[src/rtl/filter_result_capture_pkg.sv]
// Shared definitions for the filtered-sample capture block: controller state
// encodings and default sizing constants.
package filter_result_capture_pkg;

    localparam logic [0:0] ST_CAPTURE = 1'b0;
    localparam logic [0:0] ST_DONE    = 1'b1;

    localparam int DEF_DATA_BITS = 8;
    localparam int DEF_ADDR_BITS = 8;
    localparam int DEF_DEPTH     = 255;
    localparam int DEF_WARMUP    = 5;

    // Bits needed to count 0..warmup inclusive (at least one bit).
    function automatic int warm_bits(input int warmup);
        return (warmup < 1) ? 1 : $clog2(warmup + 1);
    endfunction

endpackage

[src/rtl/filter_result_capture_if.sv]
// Sample-stream, browse-button and display bundle of filter_result_capture.
interface filter_result_capture_if
    import filter_result_capture_pkg::*;
#(
    parameter int DATA_BITS = DEF_DATA_BITS,
    parameter int ADDR_BITS = DEF_ADDR_BITS
);
    logic                 in_valid;
    logic [DATA_BITS-1:0] in_data;
    logic                 step_up;
    logic                 step_down;
    logic                 done;
    logic                 overflow;
    logic [ADDR_BITS-1:0] count;
    logic [ADDR_BITS-1:0] rd_addr;
    logic [DATA_BITS-1:0] rd_data;

    modport master (
        output in_valid, in_data, step_up, step_down,
        input  done, overflow, count, rd_addr, rd_data
    );

    modport slave (
        input  in_valid, in_data, step_up, step_down,
        output done, overflow, count, rd_addr, rd_data
    );

endinterface

[src/rtl/filter_result_capture_ram.sv]
// Capture buffer: one write port and one registered read port on a single clock.
module capture_dp_ram
    import filter_result_capture_pkg::*;
#(
    parameter int DATA_BITS = DEF_DATA_BITS,
    parameter int ADDR_BITS = DEF_ADDR_BITS,
    parameter int DEPTH     = DEF_DEPTH
) (
    input  logic                 clk,
    input  logic                 rst,
    input  logic                 wr_en,
    input  logic [ADDR_BITS-1:0] wr_addr,
    input  logic [DATA_BITS-1:0] wr_data,
    input  logic [ADDR_BITS-1:0] rd_addr,
    output logic [DATA_BITS-1:0] rd_data
);

    logic [DATA_BITS-1:0] mem [DEPTH];

    // NOTE: the storage array has no reset so it maps onto block RAM; only the read register resets.
    always_ff @(posedge clk) begin
        if (wr_en) mem[wr_addr] <= wr_data;
    end

    always_ff @(posedge clk or negedge rst) begin
        if (!rst) rd_data <= '0;
        else      rd_data <= mem[rd_addr];
    end

endmodule

[src/rtl/filter_result_capture.sv]
// Captures the filtered stream after warm-up, stops at end-of-stream or full,
// then lets debounced up/down buttons browse the stored samples.
module filter_result_capture
    import filter_result_capture_pkg::*;
#(
    parameter int DATA_BITS = DEF_DATA_BITS,
    parameter int ADDR_BITS = DEF_ADDR_BITS,
    parameter int DEPTH     = DEF_DEPTH,
    parameter int WARMUP    = DEF_WARMUP
) (
    input logic                    clk,
    input logic                    rst,
    filter_result_capture_if.slave bus
);

    localparam int                   WB        = warm_bits(WARMUP);
    localparam logic [WB-1:0]        WARM_MAX  = WB'(WARMUP);
    localparam logic [ADDR_BITS-1:0] LAST_ADDR = ADDR_BITS'(DEPTH - 1);

    logic [0:0]           state;
    logic [WB-1:0]        warm;
    logic [ADDR_BITS-1:0] count;
    logic [ADDR_BITS-1:0] rd_addr;
    logic                 overflow;
    logic                 valid_q, up_q, down_q;
    logic                 valid_fall, up_edge, down_edge, wr_en;

    assign valid_fall = valid_q & ~bus.in_valid;
    assign up_edge    = bus.step_up & ~up_q;
    assign down_edge  = bus.step_down & ~down_q;
    assign wr_en      = (state == ST_CAPTURE) && bus.in_valid && (warm == WARM_MAX);

    // Edge history resets with everything else, so a stream starting right
    // after reset is never mistaken for the end of the previous one.
    always_ff @(posedge clk or negedge rst) begin
        if (!rst) begin
            state    <= ST_CAPTURE;
            warm     <= '0;
            count    <= '0;
            rd_addr  <= '0;
            overflow <= 1'b0;
            valid_q  <= 1'b0;
            up_q     <= 1'b0;
            down_q   <= 1'b0;
        end else begin
            valid_q <= bus.in_valid;
            up_q    <= bus.step_up;
            down_q  <= bus.step_down;
            if (state == ST_CAPTURE) begin
                if (bus.in_valid) begin
                    if (warm != WARM_MAX) begin
                        warm <= warm + 1'b1;
                    end else begin
                        count <= count + 1'b1;
                        if (count == LAST_ADDR) state <= ST_DONE;
                    end
                end else if (valid_fall) begin
                    state <= ST_DONE;
                end
            end else begin
                if (bus.in_valid) overflow <= 1'b1;
                // Browse wraps against the stored count, not the address space.
                if (count != '0 && up_edge != down_edge) begin
                    if (up_edge) rd_addr <= (rd_addr == count - 1'b1) ? '0 : rd_addr + 1'b1;
                    else         rd_addr <= (rd_addr == '0) ? count - 1'b1 : rd_addr - 1'b1;
                end
            end
        end
    end

    capture_dp_ram #(
        .DATA_BITS (DATA_BITS),
        .ADDR_BITS (ADDR_BITS),
        .DEPTH     (DEPTH)
    ) u_ram (
        .clk     (clk),
        .rst     (rst),
        .wr_en   (wr_en),
        .wr_addr (count),
        .wr_data (bus.in_data),
        .rd_addr (rd_addr),
        .rd_data (bus.rd_data)
    );

    assign bus.done     = (state == ST_DONE);
    assign bus.overflow = overflow;
    assign bus.count    = count;
    assign bus.rd_addr  = rd_addr;

endmodule

[src/flat_wrapper.sv]
// flat-port wrapper written by rule: the top's interface ports become plain ports
module filter_result_capture_flat import filter_result_capture_pkg::*;
#(
    parameter int DATA_BITS = DEF_DATA_BITS,
    parameter int ADDR_BITS = DEF_ADDR_BITS,
    parameter int DEPTH     = DEF_DEPTH,
    parameter int WARMUP    = DEF_WARMUP
)
  (clk, rst, bus_in_valid, bus_in_data, bus_step_up, bus_step_down, bus_done, bus_overflow, bus_count, bus_rd_addr, bus_rd_data);
  filter_result_capture_if #(.DATA_BITS(DATA_BITS), .ADDR_BITS(ADDR_BITS)) bus_i ();
  input logic clk;
  input logic rst;
  input wire logic [$bits(bus_i.in_valid)-1:0] bus_in_valid;
  input wire logic [$bits(bus_i.in_data)-1:0] bus_in_data;
  input wire logic [$bits(bus_i.step_up)-1:0] bus_step_up;
  input wire logic [$bits(bus_i.step_down)-1:0] bus_step_down;
  output wire logic [$bits(bus_i.done)-1:0] bus_done;
  output wire logic [$bits(bus_i.overflow)-1:0] bus_overflow;
  output wire logic [$bits(bus_i.count)-1:0] bus_count;
  output wire logic [$bits(bus_i.rd_addr)-1:0] bus_rd_addr;
  output wire logic [$bits(bus_i.rd_data)-1:0] bus_rd_data;
  assign bus_i.in_valid = bus_in_valid;
  assign bus_i.in_data = bus_in_data;
  assign bus_i.step_up = bus_step_up;
  assign bus_i.step_down = bus_step_down;
  assign bus_done = bus_i.done;
  assign bus_overflow = bus_i.overflow;
  assign bus_count = bus_i.count;
  assign bus_rd_addr = bus_i.rd_addr;
  assign bus_rd_data = bus_i.rd_data;
  filter_result_capture #(.DATA_BITS(DATA_BITS), .ADDR_BITS(ADDR_BITS), .DEPTH(DEPTH), .WARMUP(WARMUP)) u_core (.clk(clk), .rst(rst), .bus(bus_i));
endmodule
[config.mk]
export PLATFORM = sky130hd
export DESIGN_NAME = filter_result_capture_flat
export DESIGN_NICKNAME = d
export VERILOG_FILES = /design/src/rtl/filter_result_capture_pkg.sv /design/src/rtl/filter_result_capture_if.sv /design/src/rtl/filter_result_capture_ram.sv /design/src/rtl/filter_result_capture.sv /design/src/flat_wrapper.sv
export SDC_FILE = /design/constraint.sdc
export NUM_CORES = 2
export LEC_CHECK = 0
export ABC_AREA = 1
export BUFFER_PORTS_ARGS = -buffer_cell sky130_fd_sc_hd__buf_2
export CORE_MARGIN = 5
export CORE_UTILIZATION = 25
export CTS_BUF_LIST = sky130_fd_sc_hd__clkbuf_8
export CTS_CLUSTER_DIAMETER = 80
export DETAILED_ROUTE_END_ITERATION = 10
export GPL_ROUTABILITY_DRIVEN = 0
export GPL_TIMING_DRIVEN = 0
export PLACE_DENSITY = 0.39
export SKIP_CTS_REPAIR_TIMING = 1
export SYNTH_ARGS = -nofsm -noshare
export SYNTH_HDL_FRONTEND = slang
export SYNTH_HIERARCHICAL = 1
export SYNTH_SLANG_ARGS = --single-unit
[constraint.sdc]
create_clock -name clk -period 3.35 [get_ports clk]
set_input_delay 0.67 -clock clk [delete_from_list [all_inputs] [get_ports clk]]
set_output_delay 0.67 -clock clk [all_outputs]
set_load 0.02 [all_outputs]
Word level (Yosys, flattened, before mapping)
Memories as Yosys holds them, arrays and structs flattened. A register that Yosys moved wholly into a read port is not among the register bits.
Index checks and enable logic that the tools add are counted.

storage, ports and cells
  memory bits (read-only) = 0
  memory bits (writable) = 2040
  memories kept = 1
  latch bits = 0
  input port bits = 13
  output and inout port bits = 26
  flip-flop bits (word level) = 24
  logic and storage cells = 47

operators by class
  mux-type cells = 10
  reduce and logical (&&, ||, !) cells = 10
  equal/unequal tests = 5
  shift-type cells = 0
  $mul = 0
  div/mod/pow operators = 0
  add/subtract/negate cells = 5
  $lt $le $gt $ge = 0
  bitwise logic cells = 8

memory list
  memory            words  bits a word  read ports  clocked after Yosys merged registers in  wr ports  RTL line                         source
  u_core.u_ram.mem  255    8            1           1                                        1         filter_result_capture_ram.sv:18  logic [DATA_BITS-1:0] mem [DEPTH];

operator list
  operator             number
  $mux 8               3
  $add 8x1->8 const B  2
  $sub 8x1->8 const B  2
  $eq 8x8->1           1
  $eq 8x8->1 const B   1
  $logic_not 8->1      1
  $reduce_bool 8->1    1
  $mux 1               7
  $reduce_and 3->1     2
  $not 1->1            5
  $reduce_and 2->1     2
  $add 3x1->3 const B  1
  $and 1x1->1          3
  $eq 3x3->1 const B   1
  $logic_and 1x1->1    3
  $ne 3x3->1 const B   1
  $logic_not 1->1      1
  $ne 1x1->1           1

Depth between registers and ports, before layout
  depth in word-level cells = 5
  depth in mapped cells = 15
  depth with buffers taken out = 12

By module
Netlist, hierarchy kept.

by module, submodules not included
  module                 cells each  seq. area each (um2)  instances  area each (um2)
  capture_dp_ram         6993        61458.9               1          83083.4
  filter_result_capture  274         600.6                 1          1889.3

Least setup slack after synthesis
OpenSTA, ideal clock, no wires.

  path type = input to register
  start point = in bus_in_valid
  end point = mem u_core/u_ram/mem[196][0] (netlist name), enable pin
  arrival = 2179 ps
  buffers on the path = 2
  stages = 8
  required time = 2980 ps
  slack = 801 ps
  setup time = 370 ps
  cell sequence = inv_1 -> nor2_1 -> nand2_1 -> inv_2 -> clkbuf_1 -> nand3_1 -> clkbuf_1 -> nor2_1

on the way
  longest elaborated chain between the ends = 4

ends and longest elaborated chain
  element                          RTL line                         source
  start, declared                  flat_wrapper.sv:13               input wire logic [$bits(bus_i.in_valid)-1:0] bus_in_valid;
  $logic_and 1x1->1 (2 in series)  filter_result_capture.sv:31      assign wr_en = (state == ST_CAPTURE) && bus.in_valid && (warm == WARM_MAX);
  net u_core.wr_en                 filter_result_capture.sv:26      logic valid_fall, up_edge, down_edge, wr_en;
  $mux 1                           filter_result_capture_ram.sv:22  if (wr_en) mem[wr_addr] <= wr_data;
  $mux 1 (not written as such)     filter_result_capture_ram.sv:22
  end, declared                    filter_result_capture_ram.sv:18

The timed path passes the listed nets, and every way through them passes these cells.

==> results.py <==
metrics = {
    "placement": {
        "dp_hpwl_um": 252000,
        "portBuffers": 38,
    },
    "cells_and_area": {
        "regArea_um2": 62100,
        "area_delta_synth_final_pct": 17.2,
        "multiInputGateArea_um2": 20900,
        "drive_gt1_share_pct": 13.8,
        "fillers": 34900,
        "nets": 7740,
    },
    "outcome": {
        "status": "complete, but fails checks",
        "violations": "setup timing",
    },
    "grt": {
        "grt_max_degree": 128,
        "track_usage_pct": 20.1,
        "grt_pass1_vias": 58100,
        "grt_pass1_wl_um": 492000,
        "antenna_found_initial": 20,
        "grt_overflow": 0,
    },
    "critical_path": {
        "crit_family": "buffers and inverters",
        "cp_cell_sequence": "clkbuf_2 > buf_1 > nand3_1 > nand3_1 > nand3_1 > nand2_1 > nand2_1 > nand2_1",
        "crit_buf_inv": 2,
        "endpoint_kind": "flip-flop",
        "required_ps": 4300,
        "path_max_fanout": 10,
        "path_class": "reg -> reg",
        "startpoint": "u_core/bus.rd_addr[4]$_DFFE_PN0P_",
        "timing.rr.start": "u_core/bus.rd_addr[4]$_DFFE_PN0P_",
        "critPathSlowestCell": "buf_1",
        "arrival_ps": 4490,
        "startpoint_type": "flip-flop",
        "cpPeakStageDelay_ps": 870,
        "regToRegSetupSlack_ps": -190,
    },
    "floorplan": {
        "ios": 39,
        "start_util_pct": 25.0,
        "num_rows": 214,
        "fp.dieW_um": 593,
        "fp.dieArea_um2": 352000,
        "core-area_um2": 339000,
        "chipHeight_um": 593,
    },
    "route": {
        "routedWlPerCell_um": 29.2,
        "drtIter0Drc": 7217,
        "firstDrtPassIters": 6,
        "ant_nets": 0,
        "drc": 0,
        "dr_total_vias": 61300,
        "vias_per_cell": 4.89,
        "totalWireLength_um": 365000,
    },
    "synth": {
        "synth_enable_flop_cells": 2040,
        "synth.avg_cell_area_um2": 11.7,
        "netlist_top_cells_area": "edfxtp_1 (72%), nand3_1 (12%), nand2_1 (9.6%)",
        "ys_seq_area_share_pct": 73.0,
        "synth_flop_cell": "edfxtp_1",
        "ys_types": 32,
        "yosysWarnings": 6,
        "synth_top_area_share_pct": 72.1,
        "synthCells": 7267,
        "synth_nets": 7289,
        "async_reset_ff_share_pct": 1.54,
        "synth.most_common_cell": "nand2_1",
        "synth_seq_cells": 2072,
        "synth_commonest_cells": "nand2_1 (2172), edfxtp_1 (2040), nand3_1 (2039)",
        "synth_area_leader_cell": "edfxtp_1",
        "syn_area_um2": 85000,
    },
    "clocking": {
        "cts-htree-levels": 5,
        "cts.path.max_buffers": 4,
        "clk_pin_slew_worst_paths_ps": 60,
        "cts_buffers": 371,
        "cts_tree": "done",
        "clk_latency_ps": 1070,
        "root_buffer": "clkbuf_8",
        "cts_sinks": 2072,
    },
    "sta": {
        "fin_crit_ps": 3540,
        "setup_viol": 45,
        "holdWs_ps": 87.9,
        "worstMarginPinSlew_ps": 1300,
        "finalHoldViolations": 0,
        "fin_skew_ps": 98.0,
        "tns_ps": -1310,
        "fin_ws_ps": -189,
        "relSlewSlack_pct": 12.9,
        "max_freq_ghz": 0.283,
        "fin_crit_sh_pct": 106,
        "drv_slew": 0,
        "rsz0062_at_grt": "yes",
    },
    "worst_hold_path": {
        "min_from": "bus_in_data[5]",
        "hp-class": "in -> reg",
    },
    "flow_run": {
        "maxCapViolations": 0,
    },
    "power": {
        "p_sw_share_pct": 42.5,
        "power_frac_comb_pct": 37.1,
        "ir_worst_vdd_v": 0.000384,
        "leakage_nw": 34.8,
        "power.internal_mw": 46.2,
        "power_frac_seq_pct": 35.8,
        "power.density_nw_per_um2": 808,
        "clkPwrFrac_pct": 27.1,
        "switchingPower_mw": 34.2,
    },
}
[state kept, by name, indices dropped and copies added (netlist names)]
signal and flops:
u_core/bus.overflow 1, u_core/down_q 1, u_core/bus.count 8, u_core/u_ram/mem 2040, u_core/warm 3, u_core/valid_q 1, u_core/bus.done 1, u_core/bus.rd_addr 8
u_core/u_ram/rd_data 8, u_core/up_q 1
[per-layer routing]
layer	track usage (%)	up-vias	wire (um)
met2	31.4	2708	164000
met5	0	-	0
met3	3.63	534	26900
met1	28.1	31300	161000
met4	6.78	0	13100
li1	-	26700	-
[cell usage in the layout, fill, tap and decap left out, drive strengths merged, types with 2 or more instances in the layout]
cell type | synthesis | final
clkbuf | 125 | 562
ha | 9 | 9
dlygate4sd3 | 0 | 6
nand3 | 2041 | 2041
diode | 0 | 12
o21ai | 12 | 12
nor3 | 5 | 5
clkdlybuf4s15 | 0 | 3
inv | 87 | 237
clkinv | 0 | 96
xnor2 | 4 | 4
nand4 | 7 | 7
nor2 | 337 | 337
bufinv | 0 | 6
nand2 | 2174 | 2174
o31ai | 2 | 2
buf | 363 | 372
a21oi | 15 | 15
xor2 | 10 | 10
dfrtp | 32 | 32
edfxtp | 2040 | 2040
clkinvlp | 0 | 5
[stage by stage]
stage / utilization, % / setup WS, ps / area (um^2) / cells / power, mW
after floorplan: - / 801 / 85000 / 7267 / 43.0
after global placement: 26.8 / -3350 / 90800 / 11800 / 58.0
after detailed placement: 27.1 / -1390 / 91800 / 11900 / 57.9
after CTS: 29.0 / -1390 / 98300 / 12500 / 79.9
after global routing: 29.4 / -141 / 99600 / 12500 / 83.3
final: 29.4 / -189 / 99600 / 12500 / 80.5
[layout make-up]
type                       count  area share, %
buffer                       488           2.89
inverter                      87          0.330
clock buffer                 377           5.21
multi-input combinational   4620           21.0
sequential                  2072           62.3
antenna                       12         0.0302
tap                         4536           5.70
clock inverter               257           1.33
timing repair buffer          78           1.17
[power by group through the flow]
stage	clock network, mW	logic, mW	registers (mW)
finish	21.8	29.8	28.8
global route	23.6	30.9	28.8
CTS	22.4	28.7	28.8
detailed placement	0	28.6	29.3
global placement	0	28.5	29.5
floorplan	0	13.6	29.3
[path summary, 6_finish.rpt]
path | to | depth (start not counted)
setup / recovery | u_core/u_ram/rd_data[5]$_DFF_PN0_ | 8
hold / removal | u_core/u_ram/mem[94][5]$_DFFE_PP_ | 1
setup reg to reg | u_core/u_ram/rd_data[5]$_DFF_PN0_ | 8
hold reg to reg | u_core/bus.overflow$_DFFE_PN0P_ | 1
max in group asynchronous | u_core/bus.count[4]$_DFFE_PN0P_ | 2
min in group asynchronous | u_core/bus.rd_addr[2]$_DFFE_PN0P_ | 2
[cell families (layout without fill, tap and decap cells)]
kind of cell	count (synthesis)	in the layout	share of synthesized area [%]
AND/OR/NAND/NOR	4565	4565	23.3
flip-flops	2072	2072	73.0
buffers and inverters	575	1287	3.22
AO/OA/AOI/OAI	32	32	0.202
XOR/XNOR	14	14	0.144
adder cells (fa/ha/maj)	9	9	0.133
other	0	12	0
No activity file was read; power rests on OpenSTA's default activity.
